[config.mk]
export PLATFORM = sky130hd
export DESIGN_NAME = alu_exec_unit
export DESIGN_NICKNAME = d
export VERILOG_FILES = /design/src/rtl/alu_exec_unit.sv
export SDC_FILE = /design/constraint.sdc
export NUM_CORES = 1
export LEC_CHECK = 0
export BUFFER_PORTS_ARGS = -buffer_cell sky130_fd_sc_hd__buf_2
export CAP_MARGIN = 20
export CORE_MARGIN = 4
export CORE_UTILIZATION = 35
export DETAILED_ROUTE_END_ITERATION = 6
export GPL_TIMING_DRIVEN = 0
export SLEW_MARGIN = 20
export SYNTH_ARGS = -nofsm -noshare
export SYNTH_HDL_FRONTEND = slang
export SYNTH_SLANG_ARGS = --single-unit
export TNS_END_PERCENT = 100
[constraint.sdc]
create_clock -name clk -period 4.3 [get_ports clk]
set_input_delay 0.86 -clock clk [delete_from_list [all_inputs] [get_ports clk]]
set_output_delay 0.86 -clock clk [all_outputs]
set_load 0.005 [all_outputs]
[src/rtl/alu_exec_unit.sv]
// Execute-stage ALU for RV32I integer ops. ALUOp/funct3/funct7[5] decode and valid/ready handshakes.
// Shifts run iteratively, advancing up to SHIFT_STEP bit positions per cycle.
module alu_exec_unit #(
    parameter int unsigned XLEN       = 32,
    parameter int unsigned SHIFT_STEP = 1
) (
    input  logic            clk,
    input  logic            rst,
    input  logic            in_valid,
    output logic            in_ready,
    input  logic [1:0]      alu_op,
    input  logic [2:0]      funct3,
    input  logic            funct7_5,
    input  logic [XLEN-1:0] op_a,
    input  logic [XLEN-1:0] op_b,
    output logic            out_valid,
    input  logic            out_ready,
    output logic [XLEN-1:0] result,
    output logic            zero,
    output logic            illegal
);

    localparam int unsigned SHW = $clog2(XLEN);
    localparam logic [SHW-1:0] STEP_W = SHW'(SHIFT_STEP);

    typedef enum logic [1:0] {IDLE, SHIFT, DONE} state_t;
    typedef enum logic [3:0] {
        OP_ADD, OP_SUB, OP_SLL, OP_SLT, OP_SLTU, OP_XOR,
        OP_SRL, OP_SRA, OP_OR, OP_AND, OP_PASS
    } op_t;

    state_t          state_q, state_d;
    op_t             op_dec, sh_op_q, sh_op_d;
    logic [XLEN-1:0] work_q, work_d;
    logic [XLEN-1:0] result_q, result_d;
    logic [SHW-1:0]  rem_q, rem_d;
    logic            zero_q, zero_d;
    logic            illegal_q, illegal_d;
    logic [SHW-1:0]  shamt, step;
    logic [XLEN-1:0] alu_res, shifted;
    logic            is_shift;

    assign shamt = op_b[SHW-1:0];

    always_comb begin
        op_dec = OP_ADD;
        case (alu_op)
            2'b00: op_dec = OP_ADD;
            2'b01: op_dec = OP_SUB;
            default: begin
                case (funct3)
                    3'b000: op_dec = (alu_op == 2'b10 && funct7_5) ? OP_SUB : OP_ADD;
                    3'b001: op_dec = OP_SLL;
                    3'b010: op_dec = OP_SLT;
                    3'b011: op_dec = OP_SLTU;
                    3'b100: op_dec = OP_XOR;
                    3'b101: op_dec = funct7_5 ? OP_SRA : OP_SRL;
                    3'b110: op_dec = OP_OR;
                    default: op_dec = OP_AND;
                endcase
                // R-type with bit 30 set is only defined for SUB and SRA
                if (alu_op == 2'b10 && funct7_5 && funct3 != 3'b000 && funct3 != 3'b101) begin
                    op_dec = OP_PASS;
                end
            end
        endcase
    end

    assign is_shift = (op_dec == OP_SLL) || (op_dec == OP_SRL) || (op_dec == OP_SRA);

    // Shifts reach here only with shamt=0, so they pass op_a straight through
    always_comb begin
        alu_res = op_a;
        case (op_dec)
            OP_ADD:  alu_res = op_a + op_b;
            OP_SUB:  alu_res = op_a - op_b;
            OP_SLT:  alu_res = {{(XLEN-1){1'b0}}, $signed(op_a) < $signed(op_b)};
            OP_SLTU: alu_res = {{(XLEN-1){1'b0}}, op_a < op_b};
            OP_XOR:  alu_res = op_a ^ op_b;
            OP_OR:   alu_res = op_a | op_b;
            OP_AND:  alu_res = op_a & op_b;
            OP_PASS: alu_res = op_b;
            default: alu_res = op_a;
        endcase
    end

    assign step = (rem_q < STEP_W) ? rem_q : STEP_W;

    // Small mux over 0..SHIFT_STEP positions instead of a full barrel shifter
    always_comb begin
        shifted = work_q;
        for (int unsigned k = 0; k <= SHIFT_STEP; k++) begin
            if (step == SHW'(k)) begin
                case (sh_op_q)
                    OP_SLL:  shifted = work_q << k;
                    OP_SRA:  shifted = $signed(work_q) >>> k;
                    default: shifted = work_q >> k;
                endcase
            end
        end
    end

    always_comb begin
        state_d   = state_q;
        work_d    = work_q;
        rem_d     = rem_q;
        sh_op_d   = sh_op_q;
        result_d  = result_q;
        zero_d    = zero_q;
        illegal_d = illegal_q;
        case (state_q)
            IDLE: begin
                if (in_valid) begin
                    if (is_shift && shamt != '0) begin
                        work_d  = op_a;
                        rem_d   = shamt;
                        sh_op_d = op_dec;
                        state_d = SHIFT;
                    end else begin
                        result_d  = alu_res;
                        zero_d    = (alu_res == '0);
                        illegal_d = (op_dec == OP_PASS);
                        state_d   = DONE;
                    end
                end
            end
            SHIFT: begin
                work_d = shifted;
                rem_d  = rem_q - step;
                if (rem_q == step) begin
                    result_d  = shifted;
                    zero_d    = (shifted == '0);
                    illegal_d = 1'b0;
                    state_d   = DONE;
                end
            end
            DONE: begin
                if (out_ready) begin
                    state_d = IDLE;
                end
            end
            default: state_d = IDLE;
        endcase
    end

    always_ff @(posedge clk or negedge rst) begin
        if (!rst) begin
            state_q   <= IDLE;
            work_q    <= '0;
            rem_q     <= '0;
            sh_op_q   <= OP_ADD;
            result_q  <= '0;
            zero_q    <= 1'b0;
            illegal_q <= 1'b0;
        end else begin
            state_q   <= state_d;
            work_q    <= work_d;
            rem_q     <= rem_d;
            sh_op_q   <= sh_op_d;
            result_q  <= result_d;
            zero_q    <= zero_d;
            illegal_q <= illegal_d;
        end
    end

    assign in_ready  = (state_q == IDLE);
    assign out_valid = (state_q == DONE);
    assign result    = result_q;
    assign zero      = zero_q;
    assign illegal   = illegal_q;

endmodule

==> flow_metrics.py, run 1 <==
metrics = {
    "sta": {
        "slew_violations": 0,
        "worst_pin_slew_ns": 1.02,
        "relSlewSlack_pct": 31.7,
        "hold_viol": 0,
        "finalCriticalPeriod_ns": 4.35,
        "setup_viol": 1,
        "finClkSkew_ns": 0.00807,
        "fmax_mhz": 230,
        "layout_setup_ws_ns": -0.0460,
        "grt_setup_unrepaired": "yes",
        "finalCritPeriodShare_pct": 101,
    },
    "worst_setup_path": {
        "crit_chain": "buf_2 -> buf_2 -> nand3b_1 -> a21oi_2 -> clkbuf_2 -> buf_1 -> buf_2 -> a221oi_1 -> o22ai_1 -> a21oi_1 -> nor4b_1 -> nand4_1 -> o21ai_1",
        "crit_family": "buffers and inverters",
        "cp_slowest_cell": "buf_1",
        "ff2ff_setup_slack_ns": 0.40,
        "critical_path_depth": 13,
        "max_stage_delay_ns": 0.69,
        "critPathArrivalTime_ns": 4.57,
        "reg2reg_depth": 11,
        "crit_buf_inv": 5,
        "endpoint_kind": "register",
        "critical_path.max_fanout": 10,
        "critPathKind": "in -> reg",
        "cp_data_required_time_ns": 4.53,
        "critPathMostFrequentCell": "buf_2",
        "start_kind": "input port",
    },
    "global_routing": {
        "grt_antenna_before_repair": 0,
        "grt_pass1_vias": 12500,
        "grt_pass1_wl_um": 76900,
        "grt_max_degree": 50,
        "grt_usage_pct": 29.6,
        "grt_overflow": 0,
    },
    "floorplanning": {
        "die-area_um2": 33700,
        "die_w_um": 184,
        "start_util_pct": 35.4,
        "ios": 110,
        "core_area_um2": 30500,
        "die_height_um": 184,
        "fp-row-count": 64,
    },
    "route": {
        "drt-wirelength-per-cell_um": 25.3,
        "vias_per_cell": 6.41,
        "routed-via-count": 13100,
        "ant_nets": 0,
        "drtPass1Iterations": 6,
        "first_iter_violations": 1689,
        "finalWirelength_um": 51700,
        "remaining_drc_errors": 0,
    },
    "placed_design": {
        "post-dp-hpwl_um": 41000,
        "port_buffers": 107,
        "routabilityCongestion": 1.04,
        "dp_cells": 2024,
    },
    "cells_and_area": {
        "layout-drive-gt1-share_pct": 13.8,
        "layout_common_cells": "nand2_1 (184), a21oi_1 (179), buf_2 (139)",
        "antenna_cells_inserted": 0,
        "syn2layout_area_growth_pct": 14.2,
        "nets": 1822,
        "final_cells": 2043,
        "final_common_cell": "nand2_1",
    },
    "pwr": {
        "ir_worst_vdd_uv": 192,
        "finalPower_uw": 5280,
        "p_leak_uw": 0.00534,
        "power_density_nw_per_um2": 428,
    },
    "min_path": {
        "hp-class": "in -> async",
    },
    "clock_network": {
        "clkTransAtPathRegs_ns": 0.06,
        "htreeDepth": 3,
        "hold_buffers": 0,
        "cts_sinks": 77,
        "numCtsBuffers": 9,
        "clk_latency_ns": 0.34,
        "cts_tree": "done",
        "cts_root_buf": "clkbuf_16",
        "cts_max_path_buffers": 2,
    },
    "logic_synthesis": {
        "synthMuxAreaShare_pct": 1.32,
        "yosysSeqAreaShare_pct": 17.8,
        "ys_warn_count": 0,
        "synth_seq_cells": 77,
        "synth-simple-area-share_pct": 21.9,
        "ys_types": 99,
        "async_flop_share_pct": 100,
        "synthFlopType": "dfrtp_1",
        "synth_compound_area_share_pct": 37.1,
        "synth_top_family_by_area": "compound AO/OA/AOI/OAI gates",
        "synth.avg_cell_area_um2": 7.11,
        "synth_fa_ha_area_share_pct": 12.4,
        "synth_area_um2": 10800,
        "synthCells": 1519,
        "synth_xor_area_share_pct": 1.29,
        "syn-num-nets": 1699,
        "synth_edf_count": 0,
    },
    "run_status": {
        "violations": "negative setup slack",
        "status": "finished with violations",
    },
    "run": {
        "max_cap_violations": 0,
    },
}
==> cells in the mapped netlist, drive strengths merged, types with 13 or more instances <==
cell type    n  area share, %
nand2      184            6.4
a21oi      183            8.5
nor2       132            4.6
o21ai      108            5.1
inv        105            3.6
ha         104             12
dfrtp       77             18
clkbuf      66            2.3
nor3        59            2.9
buf         44            2.1
o22a        25            2.0
a31oi       24            1.4
a221oi      23            1.9
nand4       20            1.2
nand3       19           0.88
o211ai      17            1.2
o31ai       17            1.4
a211oi      16            1.2
a2111oi     15            1.7
a21o        15            1.0
nor4        15           0.93
o21a        15            1.0
a22oi       13           0.90
==> flip-flops by register name (all words and copies together) (netlist names) <==
register,flops
rem_q,5
sh_op_q,4
illegal,1
zero,1
state_q,2
work_q,32
result,32
==> stage by stage <==
step	TNS, ns	setup WS, ns	area, um2	util, %	hold WS [ns]
6_report	-0.0460	-0.0460	12300	40.4	0.458
5_1_grt	-0.0963	-0.0895	12300	40.4	0.489
4_1_cts	-0.0301	-0.0301	12200	40.1	0.469
3_5_place_dp	-12.09	-1.01	11900	38.9	0.455
3_3_place_gp	-12.15	-1.05	11800	38.8	0.451
2_1_floorplan	0	0.565	10800	-	0.455
==> area by class of cell <==
| cell class | instances | area [um2] |
|---|---|---|
| buffer | 109 | 473 |
| inverter | 108 | 405 |
| clock buffer | 13 | 260 |
| sequential | 77 | 1930 |
| multi-input combinational | 1224 | 8100 |
| tap | 396 | 495 |
| fill | 3288 | 18200 |
| timing repair buffer | 113 | 607 |
| clock inverter | 3 | 67.6 |
==> repair_timing <==
item | in CTS | in global routing
buffers inserted | 0 | 4
gates resized for setup | 8 | 20
pin swaps | 1 | 4
setup endpoints to repair | 12 | 16
cloned | 0 | 0
==> worst register-to-register path: cells and delay by family (launching register included) <==
family	cells	cell delay [ns]
simple gates	5	1.81
buf+inv	2	0.83
compound gates	4	0.77
flops	1	0.42
==> power by group <==
group / switching, uW / leakage, uW / internal, uW / total (uW)
clock: 307 / 0.000156 / 541 / 848
combinational: 1990 / 0.00427 / 1070 / 3070
sequential: 315 / 0.000911 / 1050 / 1370
total: 2610 / 0.00534 / 2670 / 5280
==> layer usage <==
metal | wire length [um] | GRT usage (%) | up-vias
met5 | 0 | 0 | -
met4 | 2640 | 13.2 | 0
met3 | 5080 | 5.12 | 169
met2 | 23000 | 47.5 | 794
met1 | 21000 | 38.9 | 6265
li1 | - | - | 5859
==> cells by family after synthesis <==
family	count (synthesis)
AO/OA/AOI/OAI	585
AND/OR/NAND/NOR	504
buffers and inverters	218
adder cells (fa/ha/maj)	106
flip-flops	77
XOR/XNOR	15
multiplexers	14
==> path summary, 6_finish.rpt <==
| path | endpoint | startpoint |
|---|---|---|
| worst max-delay path | zero$_DFFE_PN0P_ | alu_op[1] |
| worst min-delay path | work_q[14]$_DFFE_PN0P_ | rst |
| worst max register to register | zero$_DFFE_PN0P_ | rem_q[1]$_DFFE_PN0P_ |
| worst min register to register | result[2]$_DFFE_PN0P_ | result[2]$_DFFE_PN0P_ |
| max in group asynchronous | work_q[0]$_DFFE_PN0P_ | rst |
| min in group clk | result[2]$_DFFE_PN0P_ | result[2]$_DFFE_PN0P_ |
No activity file was read; power rests on OpenSTA's default activity.
==> inputs of run 2 (changes only) <==
--- a/config.mk
+++ b/config.mk
@@ -13,2 +13,3 @@
 export GPL_TIMING_DRIVEN = 0
+export PLACE_DENSITY = 0.59
 export SLEW_MARGIN = 20
==> constraint.sdc (replaced) <==
create_clock -name clk -period 4.3 [get_ports clk]
set_input_delay 0.43 -clock clk [delete_from_list [all_inputs] [get_ports clk]]
set_output_delay 0.43 -clock clk [all_outputs]
set_load 0.005 [all_outputs]
==> run 2 against run 1 <==
  * The run now ends clean
  * Critical path type unchanged
  * Flip-flop and latch count is the same
  * Clock power grew 0.8%
  * Power shrank 0.62%
  * Largest cell class unchanged
  * Final area shrank 1.0%
==> flow_metrics.py, run 2 (synthesis results as in run 1) <==
metrics = {
    "placed_design": {
        "routabilityCongestion": 1.08,
        "port_buffers": 107,
        "dpl_cell_area_um2": 11900,
        "dp_cells": 2023,
        "post-dp-hpwl_um": 39800,
    },
    "global_routing": {
        "grt_max_degree": 41,
        "grt.busiest_layer": "met2",
        "grt_overflow": 0,
        "grt_pass1_wl_um": 75700,
        "grt_usage_pct": 29.1,
        "gr-usage-met3_pct": 5.84,
        "use_met2_pct": 46.6,
        "grt_pass1_vias": 12300,
        "gr-usage-met1_pct": 37.9,
        "grt_antenna_before_repair": 0,
    },
    "clock_network": {
        "cts_sinks": 77,
        "clkTransAtPathRegs_ns": 0.06,
        "postCtsSetupRepairBufs": 0,
        "cts_max_path_buffers": 2,
        "htreeDepth": 3,
        "numCtsBuffers": 9,
        "hold_buffers": 0,
        "cts_root_buf": "clkbuf_16",
        "cts_tree": "done",
        "clk_latency_ns": 0.34,
        "post_cts_resized": 2,
    },
    "cells_and_area": {
        "final_area_um2": 12200,
        "layout-drive-gt1-share_pct": 12.8,
        "final_cells": 2038,
        "layout_common_cells": "nand2_1 (184), a21oi_1 (182), buf_2 (138)",
        "nets": 1818,
        "final_common_cell": "nand2_1",
        "syn2layout_area_growth_pct": 13.1,
        "fillers": 3199,
        "antenna_cells_inserted": 0,
    },
    "run_status": {
        "status": "finished, final reports clean",
    },
    "pwr": {
        "power_density_nw_per_um2": 430,
        "pwr-share-seq_pct": 26.2,
        "p_leak_uw": 0.00530,
        "swShare_pct": 49.2,
        "power_frac_comb_pct": 57.5,
        "clockPowerShare_pct": 16.3,
        "switching_power_uw": 2580,
        "ir_worst_vdd_uv": 230,
        "power.internal_uw": 2670,
    },
    "worst_setup_path": {
        "cp_slowest_cell": "buf_1",
        "max_stage_delay_ns": 0.69,
        "start_kind": "input port",
        "cp_data_required_time_ns": 4.53,
        "critical_path.max_fanout": 10,
        "crit_chain": "buf_2 -> buf_2 -> nand3b_1 -> a21oi_1 -> clkbuf_2 -> buf_1 -> clkbuf_2 -> a221oi_1 -> o22ai_1 -> a21oi_1 -> nor4b_1 -> nand4_1 -> o21ai_1",
        "endpoint_kind": "register",
        "critPathArrivalTime_ns": 4.42,
        "critPathKind": "in -> reg",
        "ff2ff_setup_slack_ns": 0.36,
    },
    "floorplanning": {
        "start_util_pct": 35.4,
        "die-area_um2": 33700,
        "die_height_um": 184,
        "fp-row-count": 64,
        "core_area_um2": 30500,
        "die_w_um": 184,
        "ios": 110,
    },
    "route": {
        "first_iter_violations": 1766,
        "remaining_drc_errors": 0,
        "routed-via-count": 12900,
        "ant_nets": 0,
        "drtPass1Iterations": 6,
        "vias_per_cell": 6.35,
        "drt-wirelength-per-cell_um": 25.1,
        "finalWirelength_um": 51200,
    },
    "sta": {
        "relSlewSlack_pct": 14.5,
        "setup_viol": 0,
        "finalCritPeriodShare_pct": 97.5,
        "worst_pin_slew_ns": 1.28,
        "fmax_mhz": 239,
        "grt_setup_unrepaired": "no",
        "finalCriticalPeriod_ns": 4.19,
        "slew_violations": 0,
        "finClkSkew_ns": 0.00925,
        "hold_viol": 0,
    },
    "run": {
        "max_cap_violations": 0,
    },
    "min_path": {
        "hp-class": "in -> async",
    },
}
## run 2: path summary, 6_finish.rpt
path,startpoint,endpoint,depth (start not counted)
setup reg to reg,rem_q[3]$_DFFE_PN0P_,zero$_DFFE_PN0P_,11
hold / removal,rst,work_q[9]$_DFFE_PN0P_,1
max in group asynchronous,rst,result[25]$_DFFE_PN0P_,2
hold reg to reg,result[6]$_DFFE_PN0P_,result[6]$_DFFE_PN0P_,2
setup / recovery,alu_op[1],zero$_DFFE_PN0P_,13
min in group clk,out_ready,state_q[1]$_DFFE_PN0P_,2
## run 2: final cells by class
type                    count  area (um2)  area share [%]
multi-input cells        1224        8020            65.6
flip-flops and latches     77        1930            15.8
repair buffers            108         558            4.57
well taps                 396         495            4.06
plain buffers             110         475            3.89
inverters                 108         405            3.32
clock buffers              12         267            2.18
clock inverters             3        67.6           0.553
## run 2: critical path: cells and delay by family
family                 cells  cell delay (ns)
buffers and inverters      5             1.94
AOI/OAI and AO/OA          5             1.55
and+or+nand+nor            3             0.47
## run 2: power by group through the flow
stage | logic (uW) | registers, uW | clock network (uW)
global route | 3270 | 1410 | 887
CTS | 2930 | 1360 | 863
floorplan | 1880 | 1300 | 0
finish | 3020 | 1380 | 855
detailed placement | 2920 | 1370 | 0
global placement | 2900 | 1370 | 0
## run 2: metrics by stage
step | setup WS (ns) | TNS [ns] | total power, uW | util, % | hold slack, ns
4_1_cts | 0.0651 | 0 | 5160 | 40.0 | 0.0842
3_3_place_gp | -0.586 | -3.28 | 4270 | 38.8 | 0.455
5_1_grt | 0.0581 | 0 | 5570 | 40.0 | 0.111
2_1_floorplan | 0.995 | 0 | 3180 | - | 0.134
3_5_place_dp | -0.532 | -2.95 | 4290 | 38.9 | 0.440
6_report | 0.109 | 0 | 5250 | 40.0 | 0.0662
## run 2: routing by layer
metal / vias up / wire length, um
li1: 5834 / -
met1: 6142 / 20400
met2: 817 / 23100
met3: 141 / 5370
met4: 0 / 2350
met5: - / 0
